**src/rtl/fetch_stage.sv**
```systemverilog
`default_nettype none
// ============================================================================
// Module      : fetch_stage
// Description : Instruction-fetch stage. Owns the PC, issues req/ack fetches
//               to instruction memory, buffers a word across decode stalls,
//               yields to data-memory conflicts and flushes on taken branches.
// Revision    : 1.0 - initial release
// ============================================================================
module fetch_stage #(
    parameter logic [15:0] RESET_PC  = 16'h0000,
    parameter logic [15:0] NOP_INSTR = 16'h0800
) (
    input  logic        clk,
    input  logic        rst,
    input  logic        stall,
    input  logic        mem_conflict,
    input  logic        branch_taken,
    input  logic [15:0] branch_target,
    output logic        imem_req,
    output logic [15:0] imem_addr,
    input  logic        imem_ack,
    input  logic [15:0] imem_data,
    output logic        if_id_valid,
    output logic [15:0] if_id_instr,
    output logic [15:0] if_id_pc,
    output logic [15:0] if_id_pc_plus1
);

    localparam logic [1:0] S_FETCH = 2'd0;
    localparam logic [1:0] S_HOLD  = 2'd1;
    localparam logic [1:0] S_DROP  = 2'd2;

    logic [1:0]  r_state;
    logic [15:0] r_pc;
    logic        r_outstanding;
    logic [15:0] r_hold_instr;
    logic [15:0] r_hold_pc;
    logic [15:0] r_redirect_pc;
    logic        r_valid;
    logic [15:0] r_instr;
    logic [15:0] r_if_pc;
    logic [15:0] r_if_pc_plus1;

    logic [1:0]  w_state_nxt;
    logic [15:0] w_pc_nxt;
    logic        w_outstanding_nxt;
    logic [15:0] w_hold_instr_nxt;
    logic [15:0] w_hold_pc_nxt;
    logic [15:0] w_redirect_nxt;
    logic        w_req;
    logic        w_acked;
    logic        w_load;
    logic [15:0] w_load_instr;
    logic [15:0] w_load_pc;

    // Request generation: once issued, a request stays up until acked.
    always_comb begin
        w_req = 1'b0;
        case (r_state)
            S_FETCH: w_req = r_outstanding | ~mem_conflict;
            S_HOLD:  w_req = 1'b0;
            S_DROP:  w_req = 1'b1;
            default: w_req = 1'b0;
        endcase
    end

    assign imem_req  = w_req & ~rst;
    assign imem_addr = r_pc;
    assign w_acked   = w_req & imem_ack;

    // Next-state, PC and buffer update; a branch overrides everything else.
    always_comb begin
        w_state_nxt       = r_state;
        w_pc_nxt          = r_pc;
        w_outstanding_nxt = r_outstanding;
        w_hold_instr_nxt  = r_hold_instr;
        w_hold_pc_nxt     = r_hold_pc;
        w_redirect_nxt    = r_redirect_pc;
        w_load            = 1'b0;
        w_load_instr      = r_hold_instr;
        w_load_pc         = r_hold_pc;
        if (branch_taken) begin
            if (w_req & ~imem_ack) begin
                // The in-flight request must finish at its address; remember
                // where to go once the stale word arrives.
                w_redirect_nxt    = branch_target;
                w_state_nxt       = S_DROP;
                w_outstanding_nxt = 1'b1;
            end else begin
                w_pc_nxt          = branch_target;
                w_state_nxt       = S_FETCH;
                w_outstanding_nxt = 1'b0;
            end
        end else begin
            case (r_state)
                S_FETCH: begin
                    if (w_acked) begin
                        w_pc_nxt          = r_pc + 16'd1;
                        w_outstanding_nxt = 1'b0;
                        if (stall) begin
                            w_hold_instr_nxt = imem_data;
                            w_hold_pc_nxt    = r_pc;
                            w_state_nxt      = S_HOLD;
                        end else begin
                            w_load       = 1'b1;
                            w_load_instr = imem_data;
                            w_load_pc    = r_pc;
                        end
                    end else begin
                        w_outstanding_nxt = w_req;
                    end
                end
                S_HOLD: begin
                    if (!stall) begin
                        w_load      = 1'b1;
                        w_state_nxt = S_FETCH;
                    end
                end
                S_DROP: begin
                    if (imem_ack) begin
                        w_pc_nxt          = r_redirect_pc;
                        w_outstanding_nxt = 1'b0;
                        w_state_nxt       = S_FETCH;
                    end
                end
                default: begin
                    w_state_nxt       = S_FETCH;
                    w_outstanding_nxt = 1'b0;
                end
            endcase
        end
    end

    // Fetch-side state registers.
    always_ff @(posedge clk) begin
        if (rst) begin
            r_state       <= S_FETCH;
            r_pc          <= RESET_PC;
            r_outstanding <= 1'b0;
            r_hold_instr  <= NOP_INSTR;
            r_hold_pc     <= 16'h0000;
            r_redirect_pc <= 16'h0000;
        end else begin
            r_state       <= w_state_nxt;
            r_pc          <= w_pc_nxt;
            r_outstanding <= w_outstanding_nxt;
            r_hold_instr  <= w_hold_instr_nxt;
            r_hold_pc     <= w_hold_pc_nxt;
            r_redirect_pc <= w_redirect_nxt;
        end
    end

    // IF/ID register: reset > flush > stall hold > load > bubble.
    always_ff @(posedge clk) begin
        if (rst) begin
            r_valid       <= 1'b0;
            r_instr       <= NOP_INSTR;
            r_if_pc       <= 16'h0000;
            r_if_pc_plus1 <= 16'h0001;
        end else if (branch_taken) begin
            r_valid <= 1'b0;
            r_instr <= NOP_INSTR;
        end else if (stall) begin
            r_valid <= r_valid;
        end else if (w_load) begin
            r_valid       <= 1'b1;
            r_instr       <= w_load_instr;
            r_if_pc       <= w_load_pc;
            r_if_pc_plus1 <= w_load_pc + 16'd1;
        end else begin
            r_valid <= 1'b0;
            r_instr <= NOP_INSTR;
        end
    end

    assign if_id_valid    = r_valid;
    assign if_id_instr    = r_instr;
    assign if_id_pc       = r_if_pc;
    assign if_id_pc_plus1 = r_if_pc_plus1;

endmodule
`default_nettype wire

```
**config.mk**
```make
export PLATFORM = sky130hd
export DESIGN_NAME = fetch_stage
export DESIGN_NICKNAME = d
export VERILOG_FILES = /design/src/rtl/fetch_stage.sv
export SDC_FILE = /design/constraint.sdc
export NUM_CORES = 1
export LEC_CHECK = 0
export ABC_AREA = 1
export CORE_UTILIZATION = 55
export DETAILED_ROUTE_END_ITERATION = 6
export DONT_BUFFER_PORTS = 1
export PLACE_DENSITY_LB_ADDON = 0.12
export SLEW_MARGIN = 20
export SYNTH_ARGS = -nofsm -noshare
export SYNTH_HDL_FRONTEND = slang
export SYNTH_SLANG_ARGS = --single-unit
```
**constraint.sdc**
```tcl
create_clock -name clk -period 5.05 [get_ports clk]
set_clock_uncertainty 0.2 [all_clocks]
set_input_delay 1.2625 -clock clk [delete_from_list [all_inputs] [get_ports clk]]
set_output_delay 1.2625 -clock clk [all_outputs]
set_load 0.05 [all_outputs]
```
==> results.md, run 1 <==
Run status:
- The run finished with clean final reports.

Synthesis:
- A synthesized cell averages 7.007 um^2.
- The number of synthesized flops with an enable pin is 0.
- Of the total synthesized cell area, the portion taken by AND, OR, NAND and NOR gates is 0.2558.
- In the synthesized netlist the dominant register cell turns out to be dfxtp_1.
- Counting flops and latches in the post-synthesis netlist gives 116.
- The cell count after synthesis came out at 791.
- The compound-cell area share of the yosys netlist was 0.2194.
- Yosys printed 0 warnings.
- The portion of synthesized area spent on multiplexers is 0.
- Synthesis produced a netlist with a net count of 831.
- The post-synthesis xor/xnor area fraction is 0.009481.
- The sequential share of the synthesized area is 0.4190.
- After synthesis the cells add up to 0.005543 mm^2.
- The share of flip-flops with an asynchronous set or reset is 0.
- Of the total synthesized cell area, the portion taken by full adders, half adders and majority gates is 0.004515.
- The synthesized netlist contains 39 unique library cells.
- The dominant combinational cell family by area after synthesis is simple AND/OR/NAND/NOR gates.

Setup path:
- The critical register-to-register path startpoint is r_state[1]$_SDFFE_PP0P_.
- STA puts the critical path data arrival time at 3.66 ns.
- The category of the worst setup path launch point is an input pin.
- In this design, the critical path's most frequently occurring cell is nand2_1.
- Walking the worst path, the cells encountered are inv_2 -> nand2_4 -> nor2_8 -> nand3_4 -> o21ai_2 -> ha_1 -> nand2_1 -> nor2_1 -> nand3_1 -> nand2_1 -> nand3_1 -> nand2_1 -> inv_1.
- The required time reported for the critical path endpoint is 5.27 ns.
- The standard cell with the maximum stage delay on the critical path is inv_2.
- The flop-to-flop setup slack is 1.83 ns.
- The endpoint of the worst-slack reg-to-reg timing path is r_hold_pc[8]$_SDFFE_PP0P_.
- In this design, the stage delay of the slowest critical-path cell is 0.37 ns.
- The top fanout value on the critical path is 30.
- The length in cells of the worst reg-to-reg path is 10.
- The worst setup path is captured at a register.
- The capture point of the worst path is if_id_pc_plus1[12]$_SDFFE_PP0P_.
- The source of the critical timing path is branch_taken.
- The worst setup path is of the input pin to register kind.

Timing:
- Static timing analysis puts the maximum clock frequency at 290.4 MHz.
- The number of pins exceeding their max-slew limit in the final report is 0.
- The shortest clock period the worst path allows after layout is 3.443 ns.
- Setup repair after global routing left no endpoint under its margin.
- The worst hold slack is 0.2492 ns.
- Setup slack on the critical path of the routed design comes to 1.607 ns.
- For the pin with the worst max-slew slack, the measured transition is 0.9232 ns.
- The setup total negative slack is 0 ns.
- In this run the tightest slew margin relative to its limit is 0.3839.
- The number of hold violations in the final report is 0.
- Setup violations remaining at the end of the flow were counted as 0.
- The ratio of final minimum period to clock period is 0.6818.

Power:
- The power per cell area is 409.1 mW/mm^2.
- The switching power share of the total is 0.2640.
- The share of total power dissipated in the clock network is 0.494.
- The part of the power in combinational logic is 0.080.
- The maximum resistive drop on vdd is 0.1739 mV.
- Summing internal, switching and leakage power gives 2.524 mW.
- Internal power comes to 1.858 mW.
- For this design the static power due to leakage is 2.470 nW.
- The part of the power in registers is 0.426.
- In this run the power spent charging and discharging nets is 666.4 uW.

Clock network:
- The CTS tree is built.
- The CTS sink count is 116.
- Once the clock tree was built, the resizer swapped 0 gates to a different size.
- The H-tree generated during clock tree synthesis spans 4 levels.
- Clock latency on the worst-skew pair, taken at its later pin, is 0.52 ns.
- The clock edge transition at the registers on the reported setup and hold paths is 0.06 ns.
- In this run the clock root is driven by a clkbuf_8.
- The CTS buffer count is 17.
- The longest clock path from root to sink contains 2 buffers.
- For this design, the CTS-stage hold fixing added 0 buffers.
- In this run the post-CTS setup repair buffer count came out at 0.

Cells and area:
- With fillers left out, the area of the finished cells amounts to 0.006171 mm^2.
- The number of antenna cells inserted is 0.
- The total area of sequential cells is 0.002322 mm^2.
- The post-synthesis to final-layout area growth is 11.33%.
- The net count of the finished layout is 810.
- The filler cells instantiated in the layout total 924.
- The count of placed standard cells in the final layout, fillers left out is 916.
- The fraction of layout cells with a size suffix above 1 is 0.09195.
- At the end of the flow the core is filled with cells to 0.6313.
- Summing all multi-input logic gate instances after layout gives 0.002719 mm^2.

Placement:
- The number of buffers inserted by port buffering is 0.
- At the end of routability-driven placement, the weighted congestion stood at 0.9005.
- After legalization and detailed placement, the total HPWL measured 10050 um.
- Including well taps, the total number of placed cells is 884.
- The total placed instance area is 0.005554 mm^2.
- The pre-CTS setup slack is 1.104 ns.

GRT:
- The met3 usage in global routing is 0.07798.
- The maximum number of pins on one net before global-route repair is 42.
- The number of global-route vias before repair is 4864.
- The busiest layer in global routing is met2.
- The total overflow left after global routing is 0.
- The initial antenna violation count is 0.
- The first global-routing pass estimated 23450 um of wire.
- For this run, global-route usage on met1 was measured as 0.3514.
- Across every metal layer, demand over resource in global routing totals 0.2893.
- The global-route met2 utilization is 0.4729.

Floorplanning:
- The cell row count is 36.
- The die covers 0.01048 mm^2.
- The vertical extent of the die is 102.4 um.
- In this run the horizontal extent of the chip is 102.4 um.
- For this configuration, the core starts out at a cell density of 0.5671.
- The region available for standard cell placement spans 0.009774 mm^2.
- Pin placement for this block handled 104 I/O pins.

Drt:
- The routed length per instance is 15.84 um.
- The detail route stage leaves a number of antenna-violating nets equal to 0.
- The number of remaining DRC errors is 0.
- The via density per instance is 5.681.
- In this run, the number of DRC markers left after iteration 0 of detailed routing was 355.
- The number of optimization iterations in the first detailed-route pass is 5.
- The wire length after detailed routing is 14510 um.
- Detailed routing inserted a total of 5204 vias.

Job:
- Max-cap violations in this run came to 0.

Min path:
- The classification of the worst-slack hold path is register to register.
[layout by cell type, fill, tap and decap left out, types with 4 or more instances in the layout]
cell type and n:
inv_1 72, nand4_1 25, clkbuf_16 16, o211ai_1 8, clkinv_2 4, xor2_1 5, o21ai_1 8, nand3_1 32
clkbuf_8 4, o21ai_2 5, nor2_2 4, dfxtp_1 116, nand2_1 150, nor2_1 84, nand2_2 6, a31oi_1 6
bufinv_16 4, buf_4 6, o21ai_0 86, inv_2 7, a21oi_1 98
[Yosys cell counts, types with 7 or more instances]
cell type / instances / area [um^2]
nand2_1: 150 / 563.0
dfxtp_1: 116 / 2322
a21oi_1: 98 / 490.5
o21ai_0: 86 / 430.4
nor2_1: 84 / 315.3
inv_1: 72 / 270.3
nand3_1: 32 / 160.2
clkbuf_1: 31 / 116.4
nand4_1: 25 / 156.4
buf_2: 10 / 50.05
o211ai_1: 8 / 60.06
o21ai_1: 8 / 40.04
inv_2: 7 / 26.28
[worst min-delay path by stage]
stage | startpoint | end | depth (start not counted)
CTS | r_redirect_pc[0]$_SDFFE_PP0P_ | r_redirect_pc[0]$_SDFFE_PP0P_ | 2
global route | r_hold_instr[1]$_SDFFE_PP0P_ | r_hold_instr[1]$_SDFFE_PP0P_ | 2
floorplan | r_redirect_pc[0]$_SDFFE_PP0P_ | r_redirect_pc[0]$_SDFFE_PP0P_ | 2
detailed placement | r_redirect_pc[0]$_SDFFE_PP0P_ | r_redirect_pc[0]$_SDFFE_PP0P_ | 2
finish | r_hold_instr[0]$_SDFFE_PP0P_ | r_hold_instr[0]$_SDFFE_PP0P_ | 2
global placement | r_redirect_pc[0]$_SDFFE_PP0P_ | r_redirect_pc[0]$_SDFFE_PP0P_ | 2
[power by group through the flow]
stage	Combinational [mW]	Sequential (mW)	Clock, mW
finish	0.201	1.08	1.25
global route	0.228	1.08	1.30
CTS	0.199	1.07	1.26
detailed placement	0.197	1.09	0
global placement	0.193	1.09	0
floorplan	0.171	1.08	0
[cell type report]
type | count | share of cell area
Tap cell | 133 | 0.02697
Clock inverter | 9 | 0.02433
Sequential cell | 116 | 0.3763
Clock buffer | 23 | 0.07563
Timing Repair Buffer | 6 | 0.007299
Inverter | 80 | 0.04886
Multi-Input combinational cell | 549 | 0.4406
[cell families (layout without fill, tap and decap cells)]
kind of cell	after synthesis	after routing
AND/OR/NAND/NOR	316	316
AO/OA/AOI/OAI	225	225
buffers and inverters	126	118
flip-flops	116	116
XOR/XNOR	6	6
adder cells (fa/ha/maj)	2	2
[registers in the layout, summed over array words and instances, names as in the netlist]
register        cells
if_id_pc_plus1     16
imem_addr          16
if_id_pc           16
r_state             2
r_redirect_pc      16
r_hold_instr       16
r_hold_pc          16
r_outstanding       1
if_id_valid         1
if_id_instr        16
[layer usage]
metal	routed length, um	vias up	part of all wire
li1	-	2591	-
met1	6171	2372	0.43
met2	6844	204	0.47
met3	1083	37	0.075
met4	410	0	0.028
met5	0	-	0
[worst max-delay path, delay by kind of cell]
kind,cells,cell delay [ns]
and+or+nand+nor,9,1.42
AOI/OAI and AO/OA,1,0.29
adders and majority gates,1,0.28
buffers and inverters,2,0.41
(Power assumes the default switching activity.)
==> run 2, diff against run 1 <==
Clock period 5.05 ns to 3 ns, I/O delays scaled along.
==> run 2 against run 1 <==
- sequential cell count did not move
- count of clock-buffer cells in the layout is 3 lower
- clock power increased by 69%
- non-clock buffer count grew 18
- via count increased by 2.5%
- sequential share of layout area decreased by 0.84 points
- critical path type is now register to primary output
- largest cell class unchanged
- largest power group unchanged
==> results.md, run 2 (synthesis results as in run 1) <==
Run status:
- The flow ran to the end, and the final reports show no timing, DRC or antenna violations.

Floorplanning:
- The cell row count is 36.
- The horizontal die dimension is 102.4 um.
- The number of top-level pins is 104.
- The initial utilization of the core area, before any placement, comes to 0.5671.
- The die covers 0.01048 mm^2.
- The vertical extent of the die is 102.4 um.
- The core region is 0.009774 mm^2.

Cells and area:
- The final net count is 828.
- Of the cells placed in the final design, the portion with a size suffix greater than 1 is 0.1149.
- After filler insertion, the fill cell instance count of the layout stands at 907.
- The library cell used most frequently in the layout, excluding fill and tap cells, is nand2_1.
- Relative to the synthesized area, the layout overhead comes to 13.88%.
- In the final layout, the multi-input gates occupy 0.002719 mm^2.
- The library cells used most frequently in the layout, excluding fill and tap cells, are nand2_1, dfxtp_1, a21oi_1.
- The total non-filler cell area in the finished layout is 0.006312 mm^2.
- The total area of sequential cells is 0.002322 mm^2.
- The number of antenna cells inserted is 0.

Clock network:
- After clock tree synthesis, the clock-pin slew on the worst setup and hold paths is 0.06 ns.
- The number of buffers inserted by post-CTS setup repair is 0.
- The clock insertion delay at the later pin of the skew report is 0.52 ns.
- The cell sitting at the root of the clock tree is a clkbuf_8.
- TritonCTS created 17 clock buffers.
- The hold buffer count at cts is 0.
- The CTS tree is built.
- The number of gates resized after CTS was 0.
- The H-tree was split into 4 levels.
- The maximum buffer depth of the clock tree is 2.
- The clock drives 116 sinks.

Setup path:
- The standard cell with the maximum stage delay on the critical path is dfxtp_1.
- For this run, the slowest stage of the critical path takes 0.40 ns.
- The kind of end point of the critical path is a primary output.
- The data arrival time of the critical path is 1.72 ns.
- The signal on the critical path passes through nand2_2 -> buf_4 -> a21oi_1 -> buf_4.
- The kind of cell with the highest combined delay along the critical path is buffers and inverters.
- The flop-to-flop setup slack is 0.45 ns.
- The cell repeated most along the worst path is buf_4.
- The worst setup path is of the register to primary output kind.
- The worst setup path is launched from a register.
- The critical register-to-register path startpoint is imem_addr[0]$_SDFFE_PP0P_.
- In this run the critical register-to-register path is captured at imem_addr[10]$_SDFFE_PP0P_.
- The required time reported for the critical path endpoint is 2.05 ns.
- The length in cells of the worst reg-to-reg path is 12.
- The top fanout value on the critical path is 23.
- The worst path buffer plus inverter count is 2.

Placement:
- Input and output buffers added on the ports amount to 0.
- The detailed placer's ending HPWL is 10250 um.
- The pre-CTS setup slack is 0.1893 ns.
- The total placed instance area is 0.005689 mm^2.
- At the end of routability-driven placement, the weighted congestion stood at 0.8792.

Power:
- IR analysis of the VDD net gives a maximum drop of 0.4133 mV.
- Dividing total power by cell area gives a power density of 679.4 mW/mm^2.
- For this design the static power due to leakage is 2.565 nW.

Timing:
- Derived from the worst setup path, the maximum achievable clock frequency is 374.5 MHz.
- The total setup violations reported at the end of the flow is 0.
- The post-layout worst setup margin is 0.3295 ns.
- The number of pins exceeding their max-slew limit in the final report came to 0.
- The shortest clock period the worst path allows after layout is 2.671 ns.
- The worst relative slew slack is 0.5186.
- The transition time at the pin with the least slew margin is 0.7220 ns.
- Setup repair after global routing left no endpoint under its margin.
- The setup total negative slack is 0 ns.
- Dividing the final minimum period by the clock period gives 0.8902.
- The number of hold violations in the final report was 0.

Job:
- Max-cap violations in this run came to 0.

Drt:
- In this run the remaining antenna-violating nets after routing total 0.
- The DRC violation total after the first TritonRoute iteration is 305.
- After detailed routing, the number of remaining DRC violations is 0.
- The routed length per instance is 15.67 um.
- The detailed router placed 5334 vias in this run.
- The number of optimization iterations in the first detailed-route pass is 5.
- The wire length after detailed routing is 14640 um.
- Dividing the detail-routed via count by the number of cells gives 5.711.

GRT:
- The first-pass GRT wire length is 23420 um.
- The initial antenna violation count was 0.
- The total grt overflow is 0.
- In the global route stage, overall resource usage came out at 0.2903.
- The number of global-route vias before repair is 4899.
- The maximum number of pins on one net before global-route repair is 53.

Min path:
- The min-delay analysis places its worst path in the category input pin to register.
- The hold path depth is 1.
- The path with the worst hold slack has its endpoint at r_state[1]$_SDFFE_PP0P_.
- The start point of the worst min-delay path is rst.
[run 2: stage by stage]
stage | hold slack (ns) | cells | utilization | power, mW
finish | 0.1050 | 934 | 0.6458 | 4.288
CTS | 0.09373 | 934 | 0.6458 | 4.303
global placement | 0.2352 | 902 | 0.5821 | 2.194
global route | 0.08754 | 934 | 0.6458 | 4.434
detailed placement | 0.2419 | 902 | 0.5821 | 2.202
floorplan | 0.2238 | 791 | - | 2.104
[run 2: area by class of cell]
class                           count  area share
Clock buffer                       20     0.07056
Clock inverter                     12     0.02815
Multi-Input combinational cell    549      0.4307
Sequential cell                   116      0.3679
Tap cell                          133     0.02636
Timing Repair Buffer               24     0.02854
Inverter                           80     0.04777
[run 2: worst max path at each step]
stage,slack [ns],endpoint,cells past startpoint,start
2_1_floorplan,0.13,imem_req,3,rst
3_3_place_gp,0.27,if_id_pc_plus1[12]$_SDFFE_PP0P_,13,branch_taken
3_5_place_dp,0.19,if_id_pc_plus1[12]$_SDFFE_PP0P_,13,branch_taken
4_1_cts,0.32,imem_req,4,r_state[1]$_SDFFE_PP0P_
5_1_grt,0.17,imem_addr[10]$_SDFFE_PP0P_,12,imem_addr[0]$_SDFFE_PP0P_
6_report,0.33,imem_req,4,r_state[1]$_SDFFE_PP0P_
[run 2: power breakdown]
group | total, mW | internal (mW) | switching [mW]
Combinational | 0.427 | 0.127 | 0.300
Clock | 2.11 | 1.39 | 0.720
Sequential | 1.75 | 1.61 | 0.134
Total | 4.29 | 3.13 | 1.15
[run 2: metal layers]
layer / GRT usage / up-vias / wire length, um
li1: - / 2631 / -
met1: 0.3480 / 2463 / 6156
met2: 0.4935 / 213 / 6940
met3: 0.08276 / 27 / 1231
met4: 0.1077 / 0 / 309
met5: 0 / - / 0
==> run 3, diff against run 2 <==
Settings changed: ABC_CLOCK_PERIOD_IN_PS set to 3000.
==> results of run 3 <==
The final DEF is identical to that of run 2; final timing and power are the same.
